===== config.mk =====
export PLATFORM = sky130hd
export DESIGN_NAME = fft_peak_detect
export DESIGN_NICKNAME = d
export VERILOG_FILES = /design/src/rtl/fft_pkg.sv /design/src/rtl/fft_mag_sq.sv /design/src/rtl/fft_peak_detect.sv
export SDC_FILE = /design/constraint.sdc
export NUM_CORES = 2
export LEC_CHECK = 0
export CAP_MARGIN = 20
export CORE_ASPECT_RATIO = 1.75
export CORE_UTILIZATION = 40
export CTS_BUF_LIST = sky130_fd_sc_hd__clkbuf_16
export DETAILED_ROUTE_END_ITERATION = 10
export PLACE_DENSITY = 0.57
export SLEW_MARGIN = 20
export SYNTH_ARGS = -nofsm -noshare
export SYNTH_HDL_FRONTEND = slang
export SYNTH_HIERARCHICAL = 1
export SYNTH_SLANG_ARGS = --single-unit

===== constraint.sdc =====
create_clock -name clk -period 8.8 [get_ports clk]
set_input_delay 2.2 -clock clk [delete_from_list [all_inputs] [get_ports clk]]
set_output_delay 2.2 -clock clk [all_outputs]
set_load 0.02 [all_outputs]

===== src/rtl/fft_pkg.sv =====
// -----------------------------------------------------------------------------
// fft_pkg
// Shared constants for the FFT datapath and its post-processing blocks.
//   FFT_FRAME_LEN : FFT points per frame (power of two)
//   FFT_BIN_W     : bin-index width, log2(FFT_FRAME_LEN)
//   FFT_DATA_W    : width of the signed real/imag parts of one bin
//   FFT_SQ_W      : width of one unsigned square (re*re or im*im)
//   FFT_PWR_W     : width of the unsigned power re^2+im^2
// -----------------------------------------------------------------------------
package fft_pkg;

  localparam int FFT_FRAME_LEN = 16;
  localparam int FFT_BIN_W     = 4;
  localparam int FFT_DATA_W    = 16;
  localparam int FFT_PROD_W    = 2 * FFT_DATA_W;
  // (-32768)^2 = 2^30 is the largest square, so 31 bits hold it unsigned.
  localparam int FFT_SQ_W      = 31;
  // Two maximal squares sum to exactly 2^31, which still fits in 32 bits.
  localparam int FFT_PWR_W     = 32;

  typedef logic [FFT_PWR_W-1:0] fft_pwr_t;

  // Exact square of a signed sample. Operands are sign-extended to the full
  // product width first so the multiply is done at 32 bits; the top bit of
  // the result is always 0.
  function automatic logic [FFT_PROD_W-1:0] fft_square(
    input logic signed [FFT_DATA_W-1:0] x
  );
    logic signed [FFT_PROD_W-1:0] w_x;
    w_x = FFT_PROD_W'(x);
    return FFT_PROD_W'(w_x * w_x);
  endfunction

endpackage


===== src/rtl/fft_mag_sq.sv =====
// -----------------------------------------------------------------------------
// fft_mag_sq
// Two-stage power pipeline: S1 registers re*re and im*im, S2 registers their
// 32-bit sum. Both stages advance only while i_en is high.
// Ports:
//   clk, reset      : clock, synchronous active-high reset
//   i_en            : pipeline advance enable (downstream ready)
//   i_valid, i_bin  : sample valid and bin index entering S1
//   i_real, i_imag  : signed bin value
//   o_cap           : S2 is capturing a valid sample on this edge
//   o_cap_bin/pwr   : bin/power that S2 is capturing on this edge
//   o_valid         : S2 valid
//   o_bin, o_pwr    : S2 bin index and power
// -----------------------------------------------------------------------------
module fft_mag_sq
  import fft_pkg::*;
#(
  parameter int BIN_W = FFT_BIN_W
) (
  input  logic                         clk,
  input  logic                         reset,
  input  logic                         i_en,
  input  logic                         i_valid,
  input  logic [BIN_W-1:0]             i_bin,
  input  logic signed [FFT_DATA_W-1:0] i_real,
  input  logic signed [FFT_DATA_W-1:0] i_imag,
  output logic                         o_cap,
  output logic [BIN_W-1:0]             o_cap_bin,
  output logic [FFT_PWR_W-1:0]         o_cap_pwr,
  output logic                         o_valid,
  output logic [BIN_W-1:0]             o_bin,
  output logic [FFT_PWR_W-1:0]         o_pwr
);

  logic                 r_s1_valid;
  logic [BIN_W-1:0]     r_s1_bin;
  logic [FFT_SQ_W-1:0]  r_re_sq;
  logic [FFT_SQ_W-1:0]  r_im_sq;

  logic                 r_s2_valid;
  logic [BIN_W-1:0]     r_s2_bin;
  logic [FFT_PWR_W-1:0] r_s2_pwr;

  logic [FFT_PWR_W-1:0] w_sum;

  // Zero-extend both squares so the carry out of bit 30 lands in bit 31.
  assign w_sum     = {1'b0, r_re_sq} + {1'b0, r_im_sq};
  assign o_cap     = i_en & r_s1_valid;
  assign o_cap_bin = r_s1_bin;
  assign o_cap_pwr = w_sum;

  // S1: square both parts of the incoming sample
  always_ff @(posedge clk) begin
    if (reset) begin
      r_s1_valid <= 1'b0;
      r_s1_bin   <= {BIN_W{1'b0}};
      r_re_sq    <= {FFT_SQ_W{1'b0}};
      r_im_sq    <= {FFT_SQ_W{1'b0}};
    end else if (i_en) begin
      r_s1_valid <= i_valid;
      if (i_valid) begin
        r_s1_bin <= i_bin;
        r_re_sq  <= FFT_SQ_W'(fft_square(i_real));
        r_im_sq  <= FFT_SQ_W'(fft_square(i_imag));
      end
    end
  end

  // S2: register the power; data holds through bubbles, only the valid drops
  always_ff @(posedge clk) begin
    if (reset) begin
      r_s2_valid <= 1'b0;
      r_s2_bin   <= {BIN_W{1'b0}};
      r_s2_pwr   <= {FFT_PWR_W{1'b0}};
    end else if (i_en) begin
      r_s2_valid <= r_s1_valid;
      if (r_s1_valid) begin
        r_s2_bin <= r_s1_bin;
        r_s2_pwr <= w_sum;
      end
    end
  end

  assign o_valid = r_s2_valid;
  assign o_bin   = r_s2_bin;
  assign o_pwr   = r_s2_pwr;

endmodule


===== src/rtl/fft_peak_detect.sv =====
// -----------------------------------------------------------------------------
// fft_peak_detect
// Computes per-bin power of FFT output samples and reports, once per frame,
// the bin with the largest power (ties resolve to the lower bin index).
// Ports:
//   clk, reset            : clock, synchronous active-high reset
//   in_push               : upstream sample valid
//   in_real, in_imag      : signed bin value
//   in_stall              : upstream must hold (mirrors out_stall)
//   out_push_F            : per-bin power valid
//   out_bin_F, out_pwr_F  : bin index and power re^2+im^2
//   out_stall             : downstream not ready; freezes the whole block
//   peak_valid_F          : frame peak available (with the last bin's output)
//   peak_bin_F/peak_pwr_F : peak of the most recently completed frame
// -----------------------------------------------------------------------------
module fft_peak_detect
  import fft_pkg::*;
#(
  parameter int FRAME_LEN = FFT_FRAME_LEN,
  parameter int BIN_W     = FFT_BIN_W
) (
  input  logic                         clk,
  input  logic                         reset,
  input  logic                         in_push,
  input  logic signed [FFT_DATA_W-1:0] in_real,
  input  logic signed [FFT_DATA_W-1:0] in_imag,
  output logic                         in_stall,
  output logic                         out_push_F,
  output logic [BIN_W-1:0]             out_bin_F,
  output logic [FFT_PWR_W-1:0]         out_pwr_F,
  input  logic                         out_stall,
  output logic                         peak_valid_F,
  output logic [BIN_W-1:0]             peak_bin_F,
  output logic [FFT_PWR_W-1:0]         peak_pwr_F
);

  localparam logic [BIN_W-1:0] LAST_BIN = BIN_W'(FRAME_LEN - 1);

  logic                 w_en;
  logic                 w_accept;
  logic                 w_cap;
  logic [BIN_W-1:0]     w_cap_bin;
  logic [FFT_PWR_W-1:0] w_cap_pwr;
  logic                 w_take;
  logic                 w_last;
  logic [BIN_W-1:0]     w_new_max_bin;
  logic [FFT_PWR_W-1:0] w_new_max_pwr;

  logic [BIN_W-1:0]     r_bin;
  logic [BIN_W-1:0]     r_max_bin;
  logic [FFT_PWR_W-1:0] r_max_pwr;
  logic                 r_peak_valid;
  logic [BIN_W-1:0]     r_peak_bin;
  logic [FFT_PWR_W-1:0] r_peak_pwr;

  // No skid buffer: backpressure passes straight through.
  assign in_stall = out_stall;
  assign w_en     = ~out_stall;
  assign w_accept = in_push & w_en;

  fft_mag_sq #(
    .BIN_W (BIN_W)
  ) u_mag_sq (
    .clk       (clk),
    .reset     (reset),
    .i_en      (w_en),
    .i_valid   (w_accept),
    .i_bin     (r_bin),
    .i_real    (in_real),
    .i_imag    (in_imag),
    .o_cap     (w_cap),
    .o_cap_bin (w_cap_bin),
    .o_cap_pwr (w_cap_pwr),
    .o_valid   (out_push_F),
    .o_bin     (out_bin_F),
    .o_pwr     (out_pwr_F)
  );

  // Bin counter: advances per accepted sample and wraps at the frame end
  always_ff @(posedge clk) begin
    if (reset) begin
      r_bin <= {BIN_W{1'b0}};
    end else if (w_accept) begin
      if (r_bin == LAST_BIN) begin
        r_bin <= {BIN_W{1'b0}};
      end else begin
        r_bin <= r_bin + {{(BIN_W-1){1'b0}}, 1'b1};
      end
    end
  end

  // Running-max update decision, evaluated against the sample S2 is capturing
  // so the frame peak can be published in the same cycle as the last bin.
  always_comb begin
    w_take = 1'b0;
    w_last = 1'b0;
    if (w_cap) begin
      w_last = (w_cap_bin == LAST_BIN);
      if (w_cap_bin == {BIN_W{1'b0}}) begin
        // First bin of a frame always restarts the search.
        w_take = 1'b1;
      end else if (w_cap_pwr > r_max_pwr) begin
        w_take = 1'b1;
      end else begin
        w_take = 1'b0;
      end
    end else begin
      w_take = 1'b0;
      w_last = 1'b0;
    end
    w_new_max_bin = w_take ? w_cap_bin : r_max_bin;
    w_new_max_pwr = w_take ? w_cap_pwr : r_max_pwr;
  end

  // Peak tracker: running max plus the published peak of the last full frame.
  // The peak pulse is frozen by a stall just like out_push_F it accompanies.
  always_ff @(posedge clk) begin
    if (reset) begin
      r_max_bin    <= {BIN_W{1'b0}};
      r_max_pwr    <= {FFT_PWR_W{1'b0}};
      r_peak_valid <= 1'b0;
      r_peak_bin   <= {BIN_W{1'b0}};
      r_peak_pwr   <= {FFT_PWR_W{1'b0}};
    end else if (w_en) begin
      r_max_bin    <= w_new_max_bin;
      r_max_pwr    <= w_new_max_pwr;
      r_peak_valid <= w_last;
      if (w_last) begin
        r_peak_bin <= w_new_max_bin;
        r_peak_pwr <= w_new_max_pwr;
      end
    end
  end

  assign peak_valid_F = r_peak_valid;
  assign peak_bin_F   = r_peak_bin;
  assign peak_pwr_F   = r_peak_pwr;

endmodule


==> results.toml <==
[global_route]
grt_max_degree = 111
busiest_layer = "met2"
grt_use_met1 = 0.2183
antenna_found_initial = 0
grt_usage = 0.2171
use_met3 = 0.01616
grt_pass1_vias = 22382
grt_pass1_wl_um = 114000
grt_overflow = 0
met2_usage = 0.4377

[logic_synthesis]
synth.top_cell.area_share = 0.3489
synth_nets = 3730
netlist_area_um2 = 26340
async_flop_share = 0
postSynth.topFlopCell = "dfxtp_1"
synth_edf_count = 0
yosysSeqAreaShare = 0.1361
synth_top_cell_by_area = "fa_1"
synth_top_cells_by_count = "inv_1 (687), fa_1 (459), nand2_1 (338)"
syn_avg_cell_area_um2 = 8.771
yosysMostFrequentCell = "inv_1"
yosysUniqueCellTypes = 71
yosys_warnings = 6
synthCells = 3003
ys_ff_latch = 179
ys_top_cells_by_area = "fa_1 (35%), dfxtp_1 (14%), ha_1 (11%)"

[clocking]
cts_root_buffer = "clkbuf_16"
cts_tree = "yes"
numCtsBuffers = 17
clock_path_buffers = 2
clock_latency_ns = 0.45
htreeDepth = 4
path_clk_slew_ns = 0.07
cts_resized = 0
postCtsHoldBufs = 0
post_cts_buffers = 0
clock-sinks = 179

[detailed_routing]
wirelength_um = 69490
routed_via_density = 5.087
drc_errors = 0
num_vias = 20156
wl_per_cell_um = 17.54
ant_nets = 0
dr.pass1.iters = 5
drtIter0Drc = 847

[worst_setup_path]
reg2reg_from = "u_mag_sq/r_re_sq[3]"
startpoint_type = "input pin"
path_max_fanout = 8
critPathRequiredTime_ns = 9.19
crit_path_start = "in_imag[7]"
arrival_ns = 8.71
worstSetupPathType = "in -> reg"
endpoint_kind = "flop"

[timing]
layout_setup_ws_ns = 0.4728
slew_violations = 0
finClkSkew_ns = 0.01176
rsz0062_at_grt = "no"
hold_viol = 0
slew_headroom = 0.2835
holdWs_ns = 0.4543
timing.final.crit_share = 0.9463
tightest_slew_ns = 1.075
setup_viol = 0
period_minus_slack_ns = 8.327
fmax_mhz = 120.1
setup_tns_ns = 0

[floorplan]
start_util = 0.4042
die_area_um2 = 66920
dieHeight_um = 341.5
io_pins = 111
dieWidth_um = 196.0
core-area_um2 = 65160
rows = 124

[placement]
place.port_buffers = 110
dpl.hpwl_um = 59770
post-place-ws_ns = -0.008941
gp_congestion = 0.9385

[worst_hold_path]
hp-start = "peak_pwr_F[12]"
hp-class = "reg -> reg"

[layout]
regArea_um2 = 3583
multi_input_area_um2 = 19710
area_growth_pct = 12.11
drive_gt1_frac = 0.05409
antenna_cells = 0
num-nets-final = 3857
fill_cells = 6435

[job]
cap_viol_max_count = 0

[outcome]
outcome = "finished, final reports clean"
-- placed cells by master (no fill, tap or decap), types with 27 or more instances in the layout --
master,instances
inv_1,688
fa_1,459
nand2_1,336
ha_1,232
dfxtp_1,179
nor2_1,152
a21oi_1,149
clkdlybuf4s50_1,109
buf_4,108
o21ai_0,76
xnor2_1,72
and2_1,65
nand2b_1,55
mux2i_1,40
o31ai_1,38
nand3_1,35
or4b_1,32
xor2_1,29
a21o_1,27
-- state kept, by name (all words and copies together) (netlist names), 30 cells and up --
name / cells
u_mag_sq/r_re_sq: 30
u_mag_sq/r_im_sq: 30
peak_pwr_F: 32
u_mag_sq/o_pwr: 32
r_max_pwr: 32
-- final timing paths --
check	to	slack, ns	cells past startpoint
max	u_mag_sq/r_im_sq[29]	0.47	21
min	peak_pwr_F[12]	0.45	2
max reg2reg	peak_pwr_F[25]	2.74	18
min reg2reg	peak_pwr_F[12]	0.45	2
-- final cells by class --
cell class / count / share of cell area
clock buffers: 17 / 0.01441
clock inverters: 15 / 0.006610
inverters: 690 / 0.08771
multi-input cells: 2020 / 0.6674
flip-flops and latches: 179 / 0.1214
well taps: 819 / 0.03470
repair buffers: 222 / 0.06779
-- logic make-up (layout without fill, tap and decap cells) --
kind of cell | Yosys count | after routing | share of synthesized area
flops | 179 | 179 | 0.1361
mux | 42 | 42 | 0.01606
fa+ha+maj | 691 | 691 | 0.4591
simple gates | 773 | 773 | 0.1408
xor+xnor | 101 | 101 | 0.03358
buf+inv | 804 | 944 | 0.1163
compound gates | 413 | 413 | 0.09819
-- worst max-delay path: stages --
cell,delay (ns)
clkdlybuf4s50_1,0.76
buf_4,0.24
nand2_1,0.14
fa_1,0.58
inv_1,0.07
fa_1,0.49
fa_1,0.63
fa_1,0.45
fa_1,0.49
inv_1,0.05
fa_1,0.49
inv_1,0.04
ha_1,0.28
a21o_1,0.17
a21oi_1,0.22
o21ai_1,0.10
a21oi_1,0.26
o31ai_1,0.15
or4_1,0.43
a2111o_1,0.39
nand3_1,0.08
-- metal layers --
layer / up-vias / routed length (um)
li1: 9573 / -
met1: 10022 / 24900
met2: 416 / 39480
met3: 145 / 1428
met4: 0 / 3683
met5: - / 0
-- per-stage QoR --
step	std cells	utilization	instance area [um^2]
finish	3962	0.4532	29530
global route	3962	0.4532	29530
floorplan	3003	-	26340
detailed placement	3930	0.4436	28910
CTS	3962	0.4532	29530
global placement	3930	0.4436	28910
Power is not shown: default switching activity piles up to over one toggle a cycle in this logic, so the estimate is an artifact.
